[src/rtl/co_k_rom_arbiter.sv]
// co_k_rom_arbiter
// Shares one single-port coefficient-K ROM between NUM_REQ lookup clients.
// A round-robin grant issues at most one ROM read per cycle. A small tracking
// pipe follows each read through the fixed ROM latency and tags the returned
// coefficient with the index of the requester that asked for it.
module co_k_rom_arbiter #(
    parameter int NUM_REQ = 2,
    parameter int ID_W    = 1,
    parameter int ROM_LAT = 1,
    parameter int ADDR_W  = 10,
    parameter int DATA_W  = 20
) (
    input  logic                      clk,
    input  logic                      rst,
    input  logic                      arb_en,
    input  logic [NUM_REQ-1:0]        req_valid,
    input  logic [NUM_REQ*ADDR_W-1:0] req_addr,
    output logic [NUM_REQ-1:0]        req_ready,
    output logic                      rom_en,
    output logic [ADDR_W-1:0]         rom_addr,
    input  logic [DATA_W-1:0]         rom_dout,
    output logic                      rsp_valid,
    output logic [ID_W-1:0]           rsp_id,
    output logic [DATA_W-1:0]         rsp_data,
    output logic                      busy
);

    // Index of the most recently granted requester; the search starts just past it.
    logic [ID_W-1:0]               r_ptr;
    // Tracking pipe: one {vld, id} entry per cycle of ROM latency.
    logic [ROM_LAT-1:0]            r_vld;
    logic [ROM_LAT-1:0][ID_W-1:0]  r_id;

    logic [NUM_REQ-1:0]            w_grant;
    logic                          w_found;
    logic [ID_W-1:0]               w_win_id;
    logic [ADDR_W-1:0]             w_win_addr;

    // Round-robin search: positions ptr+1, ptr+2, ... (mod NUM_REQ); first valid wins.
    // The inner loop turns the rotated position back into a constant bit index.
    always_comb begin
        w_grant    = '0;
        w_found    = 1'b0;
        w_win_id   = '0;
        w_win_addr = '0;
        if (arb_en && !rst) begin
            for (int i = 1; i <= NUM_REQ; i++) begin
                for (int j = 0; j < NUM_REQ; j++) begin
                    if (!w_found && (j == ((int'(r_ptr) + i) % NUM_REQ)) && req_valid[j]) begin
                        w_found    = 1'b1;
                        w_grant[j] = 1'b1;
                        w_win_id   = ID_W'(j);
                        w_win_addr = req_addr[j*ADDR_W +: ADDR_W];
                    end
                end
            end
        end
    end

    // Grant and ROM issue outputs; address reads as zero when nothing is granted.
    always_comb begin
        req_ready = w_grant;
        rom_en    = w_found;
        rom_addr  = w_win_addr;
    end

    // Pointer follows the winner; it holds while idle or while arbitration is off.
    always_ff @(posedge clk or posedge rst) begin
        if (rst) begin
            r_ptr <= ID_W'(NUM_REQ - 1);
        end else if (w_found) begin
            r_ptr <= w_win_id;
        end
    end

    // Tracking pipe shifts every cycle so responses come back in grant order.
    always_ff @(posedge clk or posedge rst) begin
        if (rst) begin
            r_vld <= '0;
            r_id  <= '0;
        end else begin
            r_vld[0] <= w_found;
            r_id[0]  <= w_win_id;
            for (int k = 1; k < ROM_LAT; k++) begin
                r_vld[k] <= r_vld[k-1];
                r_id[k]  <= r_id[k-1];
            end
        end
    end

    // Response is tagged from the last pipe stage; ROM data passes straight through.
    always_comb begin
        rsp_valid = r_vld[ROM_LAT-1];
        rsp_id    = r_id[ROM_LAT-1];
        rsp_data  = rom_dout;
        busy      = |r_vld;
    end

endmodule

[config.mk]
export PLATFORM = sky130hd
export DESIGN_NAME = co_k_rom_arbiter
export DESIGN_NICKNAME = d
export VERILOG_FILES = /design/src/rtl/co_k_rom_arbiter.sv
export SDC_FILE = /design/constraint.sdc
export NUM_CORES = 1
export LEC_CHECK = 0
export ABC_AREA = 1
export ABC_CLOCK_PERIOD_IN_PS = 950
export CAP_MARGIN = 10
export CORE_MARGIN = 1.5
export CORE_UTILIZATION = 19
export CTS_BUF_LIST = sky130_fd_sc_hd__clkbuf_16
export DETAILED_ROUTE_END_ITERATION = 7
export PLACE_DENSITY_LB_ADDON = 0.25
export SLEW_MARGIN = 25
export SYNTH_ARGS = -nofsm -noshare
export SYNTH_HDL_FRONTEND = slang
export SYNTH_SLANG_ARGS = --single-unit
[constraint.sdc]
create_clock -name clk -period 0.95 [get_ports clk]
set_input_delay 0.095 -clock clk [delete_from_list [all_inputs] [get_ports clk]]
set_output_delay 0.095 -clock clk [all_outputs]
set_load 0.03 [all_outputs]
# Yosys cells after proc, flatten, opt, wreduce, memory -nomap -nowiden
# Index checks and enable logic that the tools add are counted.
# classes
add_sub_neg	2
n_eq_ne	2
muxes	20
n_bitwise	2
n_reduce_logical	14
# ops
cell	count
32-bit zero test	2
10-bit 2-to-1 mux	5
1-bit 2-to-1 mux	14
1-bit logical AND	8
2-bit == test, first input constant	2
1-bit zero test	4
1-bit adder, second input constant	2
1-bit AND, first input constant	2
2-bit 2-to-1 mux	1
# totals
ff_bits	3
inputBits	45
output_inout_bits	36
wordCells	43

# Logic depth before layout (Yosys ltp)
# Gate-level depths: netlist of run 1.
# depth
depth_word	21
ltp_mapped	6

# Worst setup path after synthesis of run 1
# No wires, ideal clock.
# synth_path
path_kind	register to output
from	reg r_ptr
to	out req_ready[0]
arrival_ns	1.237
t_required_ns	0.855
slack_ns	-0.382
stages_incl_launch_ff	6
path_cell_list	dfstp_2 inv_1 nand2_1 buf_2 nand2_1 nor2_1
# synth_via
elab_chain_len	16
# synth_rtl
item	line	text
from (decl)	29	logic [ID_W-1:0] r_ptr;
from (signal assigned)	70	r_ptr <= ID_W'(NUM_REQ - 1);
from (signal assigned)	72	r_ptr <= w_win_id;
1-bit adder	49	if (!w_found && (j == ((int'(r_ptr) + i) % NUM_REQ)) && req_valid[j]) begin
1-bit AND (no source line)	--	
32-bit zero test	49	
1-bit logical AND	49	
1-bit 2-to-1 mux	49	
1-bit 2-to-1 mux	46	if (arb_en && !rst) begin
1-bit zero test	49	
1-bit logical AND (2 in a row)	49	
1-bit 2-to-1 mux	49	
1-bit 2-to-1 mux	46	
1-bit zero test	49	
1-bit logical AND (2 in a row)	49	
1-bit 2-to-1 mux *	49	
2-bit 2-to-1 mux *	46	
to (decl)	18	output logic [NUM_REQ-1:0] req_ready,
# Every way passes the cells marked *; elsewhere a longest branch is shown, timed or not. The select of a mux whose other input is x is not followed.

# Final worst setup path of run 1
# layout_path
from	reg r_ptr
to	out rom_addr[2]
# layout_via
elab_chain_len	21
# layout_rtl
item	line	text
1-bit adder	49	
1-bit AND (no source line)	--	
32-bit zero test	49	
1-bit logical AND	49	
1-bit 2-to-1 mux	49	
1-bit 2-to-1 mux	46	
1-bit zero test	49	
1-bit logical AND (2 in a row)	49	
(+2 left out)	--	
1-bit zero test	49	
1-bit logical AND (2 in a row)	49	
1-bit 2-to-1 mux	49	
1-bit 2-to-1 mux	46	
1-bit zero test	49	
1-bit logical AND (2 in a row)	49	
10-bit 2-to-1 mux *	49	
10-bit 2-to-1 mux *	46	
to (decl)	20	output logic [ADDR_W-1:0] rom_addr,
# Marked as above.

==> results.toml, run 1 <==
[clock_network]
cts_inserted_buffers = 3
clk_pin_slew_worst_paths_ns = 0.03
h-tree-depth = 1
clkSinkCount = 3
cts_tree = "yes"
clk_latency_ns = 0.22
cts_max_path_buffers = 2
cts_root_buf = "clkbuf_16"

[logic_synthesis]
synthMuxAreaShare_pct = 0
ys_warn_count = 0
synthCells = 74
syn_nets = 119
synth_compound_area_share_pct = 1.06
synth_fa_ha_area_share_pct = 0
synth_seq_cells = 3
synth_simple_gate_area_share_pct = 41.5
seq_area_frac_synth_pct = 16.2
syn_area_um2 = 470
synth_top_family_by_area = "simple AND/OR/NAND/NOR gates"
synthXorXnorAreaFrac_pct = 0
syn_area_per_cell_um2 = 6.36
synth_cell_types = 14

[finish]
final_nets = 152
final_layout_size_suffix_gt1_share_pct = 58.5
antenna_cells = 0
final_common_cell = "nand2_2"
area_growth_syn_to_layout_pct = 115
mostFrequentLayoutCells = "nand2_2 (23), clkdlybuf4s50_1 (20), buf_6 (15), nand4_1 (10), buf_4 (10)"
design_area_um2 = 1010
n_fill_cell = 234

[floorplanning]
ios = 81
die-area_um2 = 2780
rows = 17
die_w_um = 52.8
core_area_um2 = 2280
start_util_pct = 20.7
die_h_um = 52.8

[sta]
post-route-period-util_pct = 152
rsz0062_at_grt = "true"
slew_violations = 0
hold_viol_final = 0
finClkSkew_ns = 0.000271
setup_viol = 14
slew_headroom_pct = 88.2
worst_pin_slew_ns = 0.177
finalCriticalPeriod_ns = 1.44
postLayoutSetupSlackWorst_ns = -0.491
fmax_ghz = 0.694

[setup_path]
critical_path_class = "reg2out"
crit_fanout = 3
required_ns = 0.85
r2r_cells = 6
arrival_ns = 1.35
cp-endpoint = "rom_addr[2]"
cpPeakStageDelay_ns = 0.54
cp-startpoint = "r_ptr$_DFFE_PP1P_"
r2r-start = "r_ptr$_DFFE_PP1P_"
worst_path_most_repeated_cell = "nand2_2"
crit_path_cell_trace = "nand2_1 -> nand2_2 -> nor2_4 -> buf_4 -> nand2_2 -> nand2_2 -> buf_6"
r2r_slack_ns = -0.10
cp-start-kind = "flip-flop"
cp-end-kind = "primary output"
cpMaxStageDelayCell = "dfstp_2"
r2r-end = "r_ptr$_DFFE_PP1P_"

[power_and_ir_drop]
p_per_area_nw_per_um2 = 1220
ir_worst_vdd_v = 0.000873
totalPowerFinal_w = 0.00124
p_leak_nw = 0.495

[placement]
port_buffers = 40
globalplace.congestion = 0.583
dpl_cell_area_um2 = 769
dpl.hpwl_mm = 1.03

[routing]
vias = 577
routed_via_density = 4.31
postRouteAntennaNets = 0
dr.first_iter.drc_count = 2
wl_per_cell_um = 12.0
wirelength_mm = 1.61
first_pass_iters = 2
drcViolationCount = 0

[global_route]
grt_pass1_wl_mm = 2.26
grt_overflow = 0
track_usage_pct = 11.2
grt_max_degree = 13
grt_pass1_vias = 532
antenna_found_initial = 0

[hold_path]
hold_path.class = "in2out"
whs_path_depth = 0

[outcome]
violations = "negative setup slack"
outcome = "complete, but fails checks"

[job]
max_cap_viol_count = 0
## flip-flops by register name, indices dropped and copies added, names as in the netlist
register  count
rsp_id        1
r_ptr         1
busy          1
## layer usage
layer / GRT usage, % / vias to the layer above / wire [µm]
li1: - / 282 / -
met1: 12.9 / 250 / 621
met2: 17.9 / 41 / 809
met3: 4.00 / 4 / 156
met4: 5.98 / 0 / 17
met5: 0 / - / 0
## synthesized netlist by cell type
library cell  count  area [µm²]
dfstp_2           1        26.3
nand2_2           1        6.26
nor2_4            1        11.3
inv_1             3        11.3
nand4_1          10        62.6
buf_6             1        11.3
nand2_1          25        93.8
nor2_1            4        15.0
nor2_2            1        6.26
inv_2             1        3.75
buf_4            21         158
dfrtp_1           2        50.1
o21ai_0           1        5.00
buf_2             2        10.0
## worst min path at each step
stage | startpoint | endpoint
2_1_floorplan | rst | busy$_DFF_PP0_
3_3_place_gp | rom_dout[12] | rsp_data[12]
3_5_place_dp | rom_dout[12] | rsp_data[12]
4_1_cts | rom_dout[12] | rsp_data[12]
5_1_grt | rom_dout[18] | rsp_data[18]
6_report | rom_dout[11] | rsp_data[11]
## repair_timing
item / CTS / global route
resized for setup: 13 / 25
setup buffers: 1 / 4
hold buffers: 1 / 0
endpoints found under the hold margin: 2 / 0
setup endpoints to repair: 15 / 16
pin swaps: 1 / 3
gates cloned: 0 / 2
## critical path: cells and delay by family (launching register included)
family	cells	cell delay, ns
and+or+nand+nor	5	0.32
DFF	1	0.54
buffers and inverters	2	0.27
## report_power, final
group / total [W] / switching, W / internal, W
clock network: 0.000658 / 0.000115 / 0.000543
logic: 0.000426 / 0.000207 / 0.000219
registers: 0.000154 / 0.00000854 / 0.000145
## logic make-up (layout without fill, tap and decap cells)
logic type / after synthesis / count (layout)
compound gates: 1 / 1
buf+inv: 28 / 60
simple gates: 42 / 42
flops: 3 / 3
## final cells by class
cell class                 count  area (µm²)  share of cell area [%]
clock buffer                   3        75.1                    7.42
clock inverter                 1        3.75                   0.371
inverter                       4        15.0                    1.48
multi-input combinational     43         280                    27.7
sequential                     3        76.3                    7.54
tap                           28        35.0                    3.46
timing repair buffer          52         527                    52.0
## through the flow
stage	util [%]	setup slack [ns]	instances	setup TNS [ns]	hold WS [ns]
after floorplan	-	-0.158	74	-1.67	-0.160
after global placement	33.8	-0.457	124	-6.08	0.190
after detailed placement	33.8	-0.471	124	-6.22	0.190
after CTS	40.5	-0.490	130	-6.10	0.190
after global routing	44.5	-0.546	134	-6.49	0.190
final	44.5	-0.491	134	-5.75	0.190
No activity file was read; power rests on OpenSTA's default activity.
==> inputs of run 2 (changes only) <==
--- a/config.mk
+++ b/config.mk
@@ -6,10 +6,10 @@
 export NUM_CORES = 1
 export LEC_CHECK = 0
 export ABC_AREA = 1
-export ABC_CLOCK_PERIOD_IN_PS = 950
+export ABC_CLOCK_PERIOD_IN_PS = 1700
 export CAP_MARGIN = 10
 export CORE_MARGIN = 1.5
-export CORE_UTILIZATION = 19
+export CORE_UTILIZATION = 22
 export CTS_BUF_LIST = sky130_fd_sc_hd__clkbuf_16
 export DETAILED_ROUTE_END_ITERATION = 7
 export PLACE_DENSITY_LB_ADDON = 0.25
==> constraint.sdc (replaced) <==
create_clock -name clk -period 1.7 [get_ports clk]
set_input_delay 0.17 -clock clk [delete_from_list [all_inputs] [get_ports clk]]
set_output_delay 0.17 -clock clk [all_outputs]
set_load 0.03 [all_outputs]
==> run 2 against run 1 <==
  * The flow now finishes without violations
  * Via count shrank 12%
  * First-iteration DRC count shrank 50%
  * Clock-buffer cell count is the same
  * Worst setup slack gained 0.64 ns
  * Register-to-register slack gained 0.84 ns
  * Final cell count shrank 8.2%
  * Wire length shrank 19%
  * Global-route usage grew 0.52 points
  * Sequential power shrank 45%
  * Largest power group unchanged
  * Highest routed layer unchanged
==> results.toml, run 2 (same netlist as run 1, synthesis figures left out) <==
[power_and_ir_drop]
intPower_w = 0.000472
p_leak_nw = 0.390
totalPowerFinal_w = 0.000629
swShare_pct = 25.1
seqPwrFrac_pct = 13.5
p_per_area_nw_per_um2 = 797
ir_worst_vdd_v = 0.000416
p_sw_w = 0.000158
clockPowerShare_pct = 58.1
combPwrFrac_pct = 28.4

[setup_path]
crit_fanout = 12
cp-start-kind = "input pin"
r2r_cells = 5
arrival_ns = 1.38
required_ns = 1.53
critical_path_class = "in2out"
cp-end-kind = "primary output"

[routing]
vias = 505
postRouteAntennaNets = 0
dr.first_iter.drc_count = 1
routed_via_density = 4.11
drcViolationCount = 0
first_pass_iters = 2
wl_per_cell_um = 10.6
wirelength_mm = 1.30

[clock_network]
clkSinkCount = 3
clk_latency_ns = 0.22
cts_max_path_buffers = 2
cts_inserted_buffers = 3
cts_root_buf = "clkbuf_16"
h-tree-depth = 1
clk_pin_slew_worst_paths_ns = 0.03
cts_tree = "yes"
cts_hold_buffers = 0

[sta]
postLayoutSetupSlackWorst_ns = 0.152
slew_headroom_pct = 78.8
finClkSkew_ns = 0.00183
rsz0062_at_grt = "false"
fmax_ghz = 0.646
whs_ns = 0.183
post-route-period-util_pct = 91.1
fin_tns_setup_ns = 0
worst_pin_slew_ns = 0.317
slew_violations = 0
hold_viol_final = 0
finalCriticalPeriod_ns = 1.55
setup_viol = 0

[global_route]
grt_pass1_wl_mm = 2.07
grt_pass1_vias = 453
grt_overflow = 0
antenna_found_initial = 0
grt_max_degree = 13
track_usage_pct = 11.7

[finish]
area_growth_syn_to_layout_pct = 67.8
final_nets = 142
design_area_um2 = 790
mostFrequentLayoutCells = "clkdlybuf4s50_1 (27), nand2_1 (24), buf_4 (15), nand4_1 (10)"
antenna_cells = 0
seqCellArea_um2 = 76.3
n_fill_cell = 211
final_layout_size_suffix_gt1_share_pct = 25.0
multiInputGateArea_um2 = 203
final_common_cell = "clkdlybuf4s50_1"

[placement]
globalplace.congestion = 0.709
dpl_cell_area_um2 = 708
port_buffers = 40
place_ws_ns = 0.112

[job]
max_cap_viol_count = 0

[floorplanning]
rows = 16
start_util_pct = 23.7
core_area_um2 = 1980
ios = 81
die_h_um = 49.2
die-area_um2 = 2420
die_w_um = 49.2

[outcome]
outcome = "finished, final reports clean"

[hold_path]
hold_path.class = "in2async"
-- run 2: metrics by stage --
step	utilization, %	instances
after floorplan	-	74
after global placement	35.7	119
after detailed placement	35.7	119
after CTS	39.7	123
after global routing	39.8	123
final	39.8	123
-- run 2: per-layer routing --
layer  vias up  global-route usage, %  share of wire [%]
met2        28                   19.4                 49
met4         0                   9.05                1.9
met1       204                   11.5                 38
met5         -                      0                  0
li1        265                      -                  -
met3         8                   4.91                 11
-- run 2: final cells by class --
cell class / count / area share, %
multi-input combinational: 43 / 25.7
tap: 27 / 4.28
clock buffer: 3 / 9.51
clock inverter: 1 / 0.475
inverter: 4 / 1.90
timing repair buffer: 42 / 48.5
sequential: 3 / 9.67
-- run 2: power groups by stage --
stage	combinational (W)	sequential (W)	clock, W
2_1_floorplan	0.000169	0.0000892	0
3_3_place_gp	0.000179	0.0000855	0
3_5_place_dp	0.000179	0.0000859	0
4_1_cts	0.000179	0.0000850	0.000373
5_1_grt	0.000192	0.0000864	0.000382
6_report	0.000179	0.0000850	0.000366
-- run 2: final timing paths --
| path | slack (ns) | start | to |
|---|---|---|---|
| min in group clk | 0.34 | rom_dout[11] | rsp_data[11] |
| max in group asynchronous | 1.32 | rst | r_ptr$_DFFE_PP1P_ |
| min | 0.18 | rst | busy$_DFF_PP0_ |
| min reg2reg | 0.48 | r_ptr$_DFFE_PP1P_ | r_ptr$_DFFE_PP1P_ |
| max | 0.15 | rst | rom_addr[8] |
| max reg2reg | 0.74 | r_ptr$_DFFE_PP1P_ | r_ptr$_DFFE_PP1P_ |
-- run 2: critical path, cell delays in order --
cell,delay (ns)
clkdlybuf4s50_1,0.45
inv_2,0.11
nand2_2,0.10
nor2_4,0.24
nand2_1,0.08
nand2_1,0.08
buf_4,0.15
-- run 2: repair_timing --
item                                    CTS  global route
buffers inserted                          0             0
endpoints found under the setup margin    0            11
gates resized for setup                   0             1
